$ cat src/rtl/debounce_sync_if.sv
// Signal bundle between a raw-input source and the debouncer.
// The master drives the raw level and the slave returns the clean level plus edge pulses.
interface debounce_sync_if;
    logic Din;
    logic Dout;
    logic Rise;
    logic Fall;

    modport master (
        output Din,
        input  Dout,
        input  Rise,
        input  Fall
    );

    modport slave (
        input  Din,
        output Dout,
        output Rise,
        output Fall
    );
endinterface

$ cat src/rtl/debounce_sync.sv
// Synchronises a bouncing asynchronous input into Clk and accepts a new level only after
// STABLE_CYCLES consecutive mismatching samples; emits registered one-cycle Rise/Fall pulses.
module debounce_sync #(
    parameter int unsigned SYNC_STAGES   = 2,
    parameter int unsigned STABLE_CYCLES = 1000,
    parameter int unsigned CNT_W         = 16
) (
    input  logic            Clk,
    input  logic            Rst,
    debounce_sync_if.slave  bus
);

    typedef enum logic [1:0] {
        S_LOW,
        W_HIGH,
        S_HIGH,
        W_LOW
    } state_t;

    localparam logic [CNT_W-1:0] CNT_LAST = CNT_W'(STABLE_CYCLES - 1);
    localparam logic [CNT_W-1:0] CNT_ONE  = CNT_W'(1);
    localparam bit               ONE_SHOT = (STABLE_CYCLES == 1);

    logic [SYNC_STAGES-1:0] sync_q;
    logic                   s;
    state_t                 state_q, state_d;
    logic [CNT_W-1:0]       cnt_q, cnt_d;
    logic                   dout_q, dout_d;
    logic                   rise_q, rise_d;
    logic                   fall_q, fall_d;

    assign s = sync_q[SYNC_STAGES-1];

    always_ff @(posedge Clk) begin
        if (Rst) begin
            sync_q  <= '0;
            state_q <= S_LOW;
            cnt_q   <= '0;
            dout_q  <= 1'b0;
            rise_q  <= 1'b0;
            fall_q  <= 1'b0;
        end else begin
            sync_q  <= {sync_q[SYNC_STAGES-2:0], bus.Din};
            state_q <= state_d;
            cnt_q   <= cnt_d;
            dout_q  <= dout_d;
            rise_q  <= rise_d;
            fall_q  <= fall_d;
        end
    end

    // A W_ state reverts to its stable state as soon as s matches Dout again, dropping the count.
    always_comb begin
        state_d = state_q;
        cnt_d   = cnt_q;
        rise_d  = 1'b0;
        fall_d  = 1'b0;
        unique case (state_q)
            S_LOW: begin
                cnt_d = '0;
                if (s) begin
                    if (ONE_SHOT) begin
                        state_d = S_HIGH;
                        rise_d  = 1'b1;
                    end else begin
                        state_d = W_HIGH;
                        cnt_d   = CNT_ONE;
                    end
                end
            end
            W_HIGH: begin
                if (!s) begin
                    state_d = S_LOW;
                    cnt_d   = '0;
                end else if (cnt_q == CNT_LAST) begin
                    state_d = S_HIGH;
                    rise_d  = 1'b1;
                    cnt_d   = '0;
                end else begin
                    cnt_d = cnt_q + CNT_ONE;
                end
            end
            S_HIGH: begin
                cnt_d = '0;
                if (!s) begin
                    if (ONE_SHOT) begin
                        state_d = S_LOW;
                        fall_d  = 1'b1;
                    end else begin
                        state_d = W_LOW;
                        cnt_d   = CNT_ONE;
                    end
                end
            end
            W_LOW: begin
                if (s) begin
                    state_d = S_HIGH;
                    cnt_d   = '0;
                end else if (cnt_q == CNT_LAST) begin
                    state_d = S_LOW;
                    fall_d  = 1'b1;
                    cnt_d   = '0;
                end else begin
                    cnt_d = cnt_q + CNT_ONE;
                end
            end
            default: begin
                state_d = S_LOW;
                cnt_d   = '0;
            end
        endcase
        dout_d = (state_d == S_HIGH) || (state_d == W_LOW);
    end

    assign bus.Dout = dout_q;
    assign bus.Rise = rise_q;
    assign bus.Fall = fall_q;

endmodule
$ cat src/flat_wrapper.sv
// flat-port wrapper written by rule: the top's interface ports become plain ports
module debounce_sync_flat 
#(
    parameter int unsigned SYNC_STAGES   = 2,
    parameter int unsigned STABLE_CYCLES = 1000,
    parameter int unsigned CNT_W         = 16
)
  (Clk, Rst, bus_Din, bus_Dout, bus_Rise, bus_Fall);
  debounce_sync_if bus_i ();
  input  logic Clk;
  input  logic Rst;
  input wire logic [$bits(bus_i.Din)-1:0] bus_Din;
  output wire logic [$bits(bus_i.Dout)-1:0] bus_Dout;
  output wire logic [$bits(bus_i.Rise)-1:0] bus_Rise;
  output wire logic [$bits(bus_i.Fall)-1:0] bus_Fall;
  assign bus_i.Din = bus_Din;
  assign bus_Dout = bus_i.Dout;
  assign bus_Rise = bus_i.Rise;
  assign bus_Fall = bus_i.Fall;
  debounce_sync #(.SYNC_STAGES(SYNC_STAGES), .STABLE_CYCLES(STABLE_CYCLES), .CNT_W(CNT_W)) u_core (.Clk(Clk), .Rst(Rst), .bus(bus_i));
endmodule
$ cat config.mk
export PLATFORM = sky130hd
export DESIGN_NAME = debounce_sync_flat
export DESIGN_NICKNAME = d
export VERILOG_FILES = /design/src/rtl/debounce_sync_if.sv /design/src/rtl/debounce_sync.sv /design/src/flat_wrapper.sv
export SDC_FILE = /design/constraint.sdc
export NUM_CORES = 1
export LEC_CHECK = 0
export CORE_MARGIN = 3
export CORE_UTILIZATION = 50
export DETAILED_ROUTE_END_ITERATION = 10
export PLACE_DENSITY = 0.75
export SETUP_SLACK_MARGIN = 0.3
export SLEW_MARGIN = 40
export SYNTH_ARGS = -nofsm -noshare
export SYNTH_HDL_FRONTEND = slang
export SYNTH_SLANG_ARGS = --single-unit
export TNS_END_PERCENT = 50
$ cat constraint.sdc
create_clock -name Clk -period 2.5 [get_ports Clk]
set_clock_uncertainty 0.2 [all_clocks]
set_input_delay 0.375 -clock Clk [delete_from_list [all_inputs] [get_ports Clk]]
set_output_delay 0.375 -clock Clk [all_outputs]
set_load 0.01 [all_outputs]
Yosys cells after proc, flatten, opt, wreduce, memory -nomap -nowiden
Cells that the tools add are included.
{"block": "totals", "regBits": 23, "in_bits": 3, "out_inout_bits": 3}
{"block": "classes", "add_sub_neg": 1, "n_eq_ne": 6, "n_mux": 14, "bitwise_logic": 3, "reduce_logical": 4}
{"cell": "$pmux W16 S4", "n": 1}
{"cell": "$mux W16", "n": 3}
{"cell": "$add A16 B1 Y16 const B", "n": 1}
{"cell": "$eq A16 B10 Y1 const B", "n": 1}
{"cell": "$mux W2", "n": 6}
{"cell": "$eq A2 B2 Y1 const B", "n": 4}
{"cell": "$pmux W2 S4", "n": 1}
{"cell": "$reduce_or A3 Y1", "n": 2}
{"cell": "$mux W1", "n": 3}
{"cell": "$not A1 Y1", "n": 3}
{"cell": "$eq A2 B1 Y1 const B", "n": 1}
{"cell": "$logic_not A2 Y1", "n": 1}
{"cell": "$logic_or A1 B1 Y1", "n": 1}

Longest topological paths before layout
{"block": "depth", "ltp_word": 6, "depth_mapped": 7, "ltp_nobuf": 5}

Worst setup path after synthesis
OpenSTA, ideal clock, no wires.
{"block": "synth_timing", "path_type": "register -> register", "start": "register u_core.cnt_q[0]", "end": "register u_core.cnt_q[3]", "setup_time_ps": 64, "t_arrival_ps": 1672, "setup_slack_ps": 564, "path_stages_with_launch": 8, "n_path_buf": 2, "synth_period_minus_slack_ps": 1936, "path_cell_list": "dfxtp_1 > ha_1 > nand4_1 > nor4_1 > or4b_1 > buf_6 > buf_8 > nor2_1"}
{"block": "synth_between", "elab_chain_cells": 4, "elab_cells_between_ends": 6, "classes_between": "add/sub (1); eq/ne (1); mux (4)"}
{"item": "start: declaration", "line": "debounce_sync.sv:27", "rtl": "logic [CNT_W-1:0] cnt_q, cnt_d;"}
{"item": "start signal: assignment", "line": "debounce_sync.sv:45", "rtl": "cnt_q <= cnt_d;"}
{"item": "$add A16 B1 Y16 or $eq A16 B10 Y1 (tied branches)"}
{"item": "$mux W16 *", "line": "debounce_sync.sv:75, debounce_sync.sv:99"}
{"item": "$mux W16 (on tied branches)", "line": "debounce_sync.sv:96, debounce_sync.sv:72"}
{"item": "$pmux W16 S4 *", "line": "debounce_sync.sv:58", "rtl": "unique case (state_q)"}
Every way passes the cells marked *; elsewhere a longest branch is shown, timed or not.
A chain may end at the register's enable or synchronous reset.

Final worst setup path
{"block": "layout_timing", "start": "register u_core.cnt_q[14]", "end": "register u_core.state_q[1]"}
{"block": "layout_between", "elab_chain_cells": 4, "elab_cells_between_ends": 6, "classes_between": "eq/ne (1); mux (5)"}
{"item": "$eq A16 B10 Y1 *", "line": "debounce_sync.sv:75, debounce_sync.sv:99"}
{"item": "$mux W2 (on tied branches)", "line": "debounce_sync.sv:99, debounce_sync.sv:75"}
{"item": "$mux W2 (on tied branches)", "line": "debounce_sync.sv:96, debounce_sync.sv:72"}
{"item": "$pmux W2 S4 *", "line": "debounce_sync.sv:58"}
{"item": "end signal: assignment", "line": "debounce_sync.sv:44", "rtl": "state_q <= state_d;"}
{"item": "end: declaration", "line": "debounce_sync.sv:26", "rtl": "state_t state_q, state_d;"}
Marked as above.

==> out/metrics.cfg <==
[run_status]
status = finished, final reports clean

[setup_path]
worstPathRequired_ns = 2.50
cp-start-kind = register
r2r_slack_ns = 0.53
critical_path_class = register to register
arrival_ns = 1.97
timing.rr.start = u_core.cnt_q[14]
timing.rr.end = u_core.state_q[1]
rr_worst_depth = 4
crit_path_max_fanout = 4
cp-startpoint = u_core.cnt_q[14]
end_kind = register

[clock_tree]
cts_sinks = 23
htreeDepth = 1
clkSlewWorstSetupHoldPaths_ns = 0.12
cts_hold_buf = 0
cts_root_buf = clkbuf_4
cts_tree = built
worstSkewPairLatency_ns = 0.30
cts_max_path_buffers = 2
cts_buffers = 3

[route]
met2_length_um = 680
drc = 0
drt_iter0_drc = 9
wl_met3_um = 22
drt-vias-per-instance = 5.10
wl_met1_um = 765
drtPass1Iterations = 4
wire_per_inst_um = 11.2
top_layer = met3
wirelength_mm = 1.47
drtAntennaViolNets = 0
vias = 668

[die]
io_pins = 6
start_util = 0.541
core_um2 = 1760
std_cell_rows = 15
die_h_um = 49.7
die-area_um2 = 2470
die_width_um = 49.7

[pwr]
pwr_density_cell_nw_per_um2 = 515
peakVddDrop_mv = 0.388
leakage_nw = 0.303

[synth]
synth_top_cell_area_share = 0.482
synth_xor_area_frac = 0.128
syn_inst = 98
ys_seq_area_frac = 0.482
synth_seq_cells = 23
synth-simple-area-share = 0.300
synth_top_area_cell = dfxtp_1
synth_fa_ha_area_frac = 0.0131
yosys-top-cells-area = dfxtp_1 (48%), xnor2_1 (10%), nor2_1 (7.5%)
synth_top_family_by_area = simple AND/OR/NAND/NOR gates
yosysWarnings = 0
netlist_area_um2 = 955
synthMuxAreaShare = 0.0105
synth_compound_area_frac = 0.0223
ys_types = 23
syn_avg_cell_area_um2 = 9.74
synth_fp_nets = 102

[sta]
tns_ns = 0
setup_viol = 0
worst_pin_slew_ns = 0.345
max_clock_freq_mhz = 509
finalHoldViolCount = 0
rsz0062_at_grt = no
fin_crit_sh = 0.786
relSlewSlack = 0.768
drv_slew = 0
min_period_ns = 1.97
fin_ws_ns = 0.535

[global_route]
grt_usage = 0.141
grt_start_max_net_pins = 16
grt_pass1_wl_mm = 2.78
grt_pass1_vias = 636
antenna_found_initial = 0
grt_overflow = 0

[finish]
final_area_um2 = 1050
area_growth_pct = 9.83
fillers = 173
layout-drive-gt1-share = 0.113
n_antenna_cell = 0
layout_common_cells = dfxtp_1 (23), nor2_1 (19), xnor2_1 (11)
final_nets = 111
final_common_cell = dfxtp_1

[place]
post-dp-hpwl_mm = 1.10
pre_cts_ws_ns = 0.302
place_area_um2 = 1020
routabilityCongestion = 0.757
port_buffers = 5

[worst_hold_path]
hold_depth = 1
hp-class = register to register
min_from = u_core.sync_q[0]
min_to = u_core.sync_q[1]

[flow_run]
max_cap_viol_count = 0

==> flip-flops by register name, indices dropped and copies added, names as in the netlist <==
| signal | count |
|---|---|
| u_core.bus.Rise | 1 |
| u_core.bus.Fall | 1 |
| u_core.bus.Dout | 1 |
| u_core.sync_q | 2 |
| u_core.state_q | 2 |
| u_core.cnt_q | 16 |
==> where the power goes <==
group,switching [mW],internal [mW],leakage (nW)
Sequential,0.00148,0.369,0.186
Clock,0.102,0.0596,0.0177
Combinational,0.00304,0.00506,0.100
==> area by class of cell <==
type / instances / area (um2) / area share
Clock buffer: 3 / 22.5 / 0.0215
Clock inverter: 1 / 5.00 / 0.00477
Inverter: 4 / 15.0 / 0.0143
Multi-Input combinational cell: 69 / 457 / 0.436
Sequential cell: 23 / 460 / 0.439
Tap cell: 25 / 31.3 / 0.0298
Timing Repair Buffer: 6 / 57.6 / 0.0549
==> stage by stage <==
stage          hold WS (ns)  utilization  power (mW)  instances
2_1_floorplan         0.214            -       0.381         98
3_3_place_gp          0.245        0.577       0.386        127
3_5_place_dp          0.229        0.577       0.386        127
4_1_cts               0.264        0.592       0.550        131
5_1_grt               0.272        0.594       0.564        131
6_report              0.263        0.594       0.540        131
==> worst max-delay path, stage by stage (launching register included) <==
cell	delay, ns
dfxtp_1	0.36
or4_4	0.58
nor4_4	0.38
mux2i_1	0.29
nor2_1	0.06
==> what timing repair did <==
action                     CTS  global route
setup endpoints to repair    0            15
gates resized for setup      0             1
setup buffers                0             0
==> how the worst max path moves through the flow <==
stage	to	slack, ns
final	u_core.state_q[1]	0.53
after global routing	u_core.state_q[1]	0.41
after CTS	u_core.cnt_q[8]	0.35
after detailed placement	u_core.cnt_q[15]	0.30
after global placement	u_core.cnt_q[15]	0.34
after floorplan	u_core.cnt_q[3]	0.56
==> kinds of logic after synthesis <==
logic type | Yosys count
AOI/OAI and AO/OA | 3
xor gates and xnor gates | 14
adders and majority gates | 1
buffers and inverters | 6
DFF | 23
muxes | 1
and+or+nand+nor | 50
==> metal layers <==
layer	global-route usage	up-vias
met5	0	-
met4	0.0415	0
met3	0.0272	0
met1	0.203	307
li1	-	358
met2	0.214	3
==> synthesized netlist by cell type <==
library cell	n
ha_1	1
xor2_1	3
and3_1	1
and4bb_2	2
a21oi_1	1
nand3_1	5
inv_1	4
nor2_1	19
a21boi_0	1
buf_8	1
or4_4	2
mux2i_1	1
or4b_1	1
nor3_1	5
nor4_4	1
xnor2_1	11
nand2_1	3
nor2b_1	2
nand4_1	5
buf_6	1
a31o_2	1
dfxtp_1	23
nor4_1	4
Power figures use the tool's default switching activity.
==> RTL edit 1: new RTL, same flow settings <==
Encoding of `state_t`: now one-hot (4 bits for 4 states).
--- a/src/rtl/debounce_sync.sv
+++ b/src/rtl/debounce_sync.sv
@@ -11,9 +11,9 @@
 );
 
-    typedef enum logic [1:0] {
-        S_LOW,
-        W_HIGH,
-        S_HIGH,
-        W_LOW
+    typedef enum logic [3:0] {
+        S_LOW  = 4'b0001,
+        W_HIGH = 4'b0010,
+        S_HIGH = 4'b0100,
+        W_LOW  = 4'b1000
     } state_t;
 
Behaviour: same outputs for any inputs over 10 cycles, from zero or initial values and one cycle with Rst high; not proved beyond that.
==> RTL edit 1 against the original RTL <==
  * First-iteration DRC count grew to 3.1 times the old value
  * Synthesized area rose by 33%
  * Fmax up 0.76%
  * Design area up 26%
  * Routed wire length increased by 46%
  * Cell count rose by 29%
  * Clock power up 6%
  * Sequential cell count grew 2
  * Total power up 20%
  * Die area is 29% higher
  * Critical path depth grew 1
  * Setup slack improved by 0.015 ns
  * Count of clock-buffer cells in the layout is 1 higher
==> RTL edit 1: results <==
export IMPL_crit_path_start="u_core.cnt_q[0]$_SDFF_PP0_"
export IMPL_peakVddDrop_mv=0.380
export IMPL_grt_pass1_vias=989
export IMPL_grt_max_degree=17
export IMPL_synthCells=139
export IMPL_synthMuxAreaShare_pct=0
export IMPL_worstPathArrival_ns=1.95
export IMPL_hpwl_mm=1.54
export IMPL_gr_usage_met2_pct=24.6
export IMPL_root_buffer="clkbuf_4"
export IMPL_worstSetupEndpoint="u_core.cnt_q[0]$_SDFF_PP0_"
export IMPL_met3_usage_pct=2.76
export IMPL_first_iter_violations=28
export IMPL_synth_xor_area_share_pct=11.0
export IMPL_internal_power_uw=497
export IMPL_synth_seq_area_share_pct=39.3
export IMPL_dp_slack_ns=0.434
export IMPL_p_leak_nw=0.390
export IMPL_period_share_pct=78.0
export IMPL_gp_congestion=0.752
export IMPL_grt_first_pass_wirelength_mm=4.13
export IMPL_grt_use_met1_pct=21.1
export IMPL_status="finished, final reports clean"
export IMPL_critPathMaxFanout=16
export IMPL_ys_top_cells_by_area="dfxtp_1 (39%), xnor2_1 (8.3%), nor2_1 (7.4%), nor4_2 (4.9%), nor3_1 (3.1%)"
export IMPL_fin_nets=146
export IMPL_grt_use_total_pct=15.7
export IMPL_reg_largest_list="u_core.cnt_q x16, u_core.state_q x4, u_core.sync_q x2"
export IMPL_tightest_slew_ns=0.463
export IMPL_layout_drive_gt1_share_pct=13.5
export IMPL_wl_per_cell_um=12.7
export IMPL_synth_compound_area_share_pct=5.60
export IMPL_synthDistinctLibCells=34
export IMPL_r2r_cells=5
export IMPL_synthAdderAreaFrac_pct=0.983
export IMPL_vias=965
## RTL edit 1: cell count changes after synthesis, moves of 3 or more
cell      delta
a21oi_1      +3
nand2_1      +7
nand2b_1     +4
nand4_1      -3
nor2_1       +6
nor3_1       +3
nor4_1       -4
nor4_2       +5
## RTL edit 1: area by class of cell
cell class | instances | area [um^2]
clock buffer | 4 | 26.3
timing repair buffer | 5 | 50.0
multi-input combinational | 104 | 693
fill | 221 | 1000
tap | 28 | 35.0
inverter | 3 | 11.3
sequential | 25 | 500
## RTL edit 1: critical path, stage by stage, from the launching register on
cell	delay, ns
dfxtp_1	0.43
ha_1	0.27
nand4_2	0.20
nand4b_1	0.33
nand3_2	0.31
o22ai_1	0.12
## RTL edit 1: power by group through the flow
stage          logic [mW]  clock network, mW  registers [mW]
3_5_place_dp       0.0535                  0           0.430
4_1_cts            0.0537              0.177           0.421
3_3_place_gp       0.0518                  0           0.429
6_report           0.0535              0.172           0.421
5_1_grt            0.0591              0.197           0.424
2_1_floorplan      0.0543                  0           0.422
## RTL edit 1: through the flow
| stage | cell area, um^2 | hold slack [ns] | total power [mW] |
|---|---|---|---|
| 3_3_place_gp | 1290 | 0.242 | 0.481 |
| 4_1_cts | 1320 | 0.262 | 0.652 |
| 6_report | 1320 | 0.258 | 0.647 |
| 5_1_grt | 1320 | 0.271 | 0.680 |
| 2_1_floorplan | 1270 | 0.214 | 0.476 |
| 3_5_place_dp | 1290 | 0.229 | 0.483 |
## RTL edit 1: per-layer routing
layer	part of all wire, %	up-vias
li1	-	480
met1	48	464
met2	47	17
met3	3.2	4
met4	0.93	0
met5	0	-
==> RTL edit 2: new RTL, same flow settings <==
Made on the original files. `CNT_W` is set to 16 in 2 places; all go to 32.
--- a/src/rtl/debounce_sync.sv
+++ b/src/rtl/debounce_sync.sv
@@ -4,5 +4,5 @@
     parameter int unsigned SYNC_STAGES   = 2,
     parameter int unsigned STABLE_CYCLES = 1000,
-    parameter int unsigned CNT_W         = 16
+    parameter int unsigned CNT_W         = 32
 ) (
     input  logic            Clk,
--- a/src/flat_wrapper.sv
+++ b/src/flat_wrapper.sv
@@ -4,5 +4,5 @@
     parameter int unsigned SYNC_STAGES   = 2,
     parameter int unsigned STABLE_CYCLES = 1000,
-    parameter int unsigned CNT_W         = 16
+    parameter int unsigned CNT_W         = 32
 )
   (Clk, Rst, bus_Din, bus_Dout, bus_Rise, bus_Fall);
Behaviour: no difference found for any inputs over 10 cycles, from zero or initial values and one cycle with Rst high; that may be too few to reach the edited logic, so the function may still have changed.
==> RTL edit 2 against the original RTL <==
  * Synthesized cell count increased by 97%
  * Largest power group unchanged
  * Routed wire length increased by 130%
  * Cell count increased by 89%
  * Combinational power decreased by 2.7%
  * Die area increased by 69%
  * Total power increased by 79%
  * Setup slack got worse by 0.10 ns
  * Critical path depth increased by 1
  * Largest cell class is now multi-input combinational cells
  * Design area increased by 80%
  * Sequential cell count increased by 16
  * Synthesized area increased by 80%
==> RTL edit 2: results <==
export IMPL_placed_cells=239
export IMPL_synth_seq_area_share_pct=45.5
export IMPL_synth_cells_most_frequent="dfxtp_1 (39), nor2_1 (35), xor2_1 (16)"
export IMPL_nMultiInputCombCells=146
export IMPL_wl_per_cell_um=13.7
export IMPL_powerClk_uw=335
export IMPL_crit_slowest_cell="nor4_1"
export IMPL_synth_seq_cells=39
export IMPL_gr_usage_met2_pct=30.3
export IMPL_peakVddDrop_mv=0.282
export IMPL_status="finished, final reports clean"
export IMPL_met3_usage_pct=6.07
export IMPL_first_iter_violations=90
export IMPL_seq_area_share_pct=41.6
export IMPL_reg_largest_list="u_core.cnt_q x32, u_core.state_q x2, u_core.sync_q x2"
export IMPL_clkLatencyLatePin_ns=0.36
export IMPL_synthDistinctLibCells=29
export IMPL_switchingPower_uw=227
export IMPL_final_clkbuf_count=5
export IMPL_num_fill_cells=303
export IMPL_multi_input_area_share_pct=47.8
export IMPL_cpPeakStageDelay_ns=0.40
export IMPL_clockPowerShare_pct=34.6
export IMPL_bufAreaShareNonClock_pct=3.84
export IMPL_critPathMaxFanout=26
export IMPL_met2_length_mm=1.69
export IMPL_reg2reg_to="u_core.cnt_q[28]$_SDFF_PP0_"
export IMPL_p_leak_nw=0.596
export IMPL_dp_slack_ns=0.258
export IMPL_worstPathArrival_ns=2.11
export IMPL_r2r_slack_ns=0.43
export IMPL_vias=1370
export IMPL_grt_use_total_pct=18.2
export IMPL_tightest_slew_ns=0.569
export IMPL_clk_share_pct=3.31
export IMPL_crit_path_start="u_core.cnt_q[13]$_SDFF_PP0_"
export IMPL_utilization_pct=60.0
export IMPL_hpwl_mm=2.49
export IMPL_grt_max_degree=27
export IMPL_viasPerCell=5.52
export IMPL_die_area_mm2=0.00417
export IMPL_htreeDepth=2
export IMPL_avgSynthCellArea_um2=8.89
export IMPL_wl_met3_um=176
export IMPL_r2r_cells=5
## RTL edit 2: changes by cell type after synthesis, moves of 6 or more
cell / unedited run / this run
xor2_1: 3 / 16
nand4_1: 5 / 13
nor4_1: 4 / 10
nand2_1: 3 / 9
nand3_1: 5 / 13
nor2_1: 19 / 35
dfxtp_1: 23 / 39
## RTL edit 2: timing repair
action / in CTS / in global routing
buffers inserted: 0 / 1
gates resized for setup: 1 / 7
pin swaps: 0 / 1
endpoints found under the setup margin: 1 / 26
## RTL edit 2: logic make-up (layout without fill, tap and decap cells)
| kind of cell | count (synthesis) | in the layout | synth area share, % |
|---|---|---|---|
| simple gates | 109 | 109 | 34.3 |
| flops | 39 | 39 | 45.5 |
| xor+xnor | 27 | 27 | 13.8 |
| compound gates | 8 | 8 | 2.62 |
| buf+inv | 8 | 19 | 2.48 |
| fa+ha+maj | 1 | 1 | 0.729 |
| mux | 1 | 1 | 0.583 |
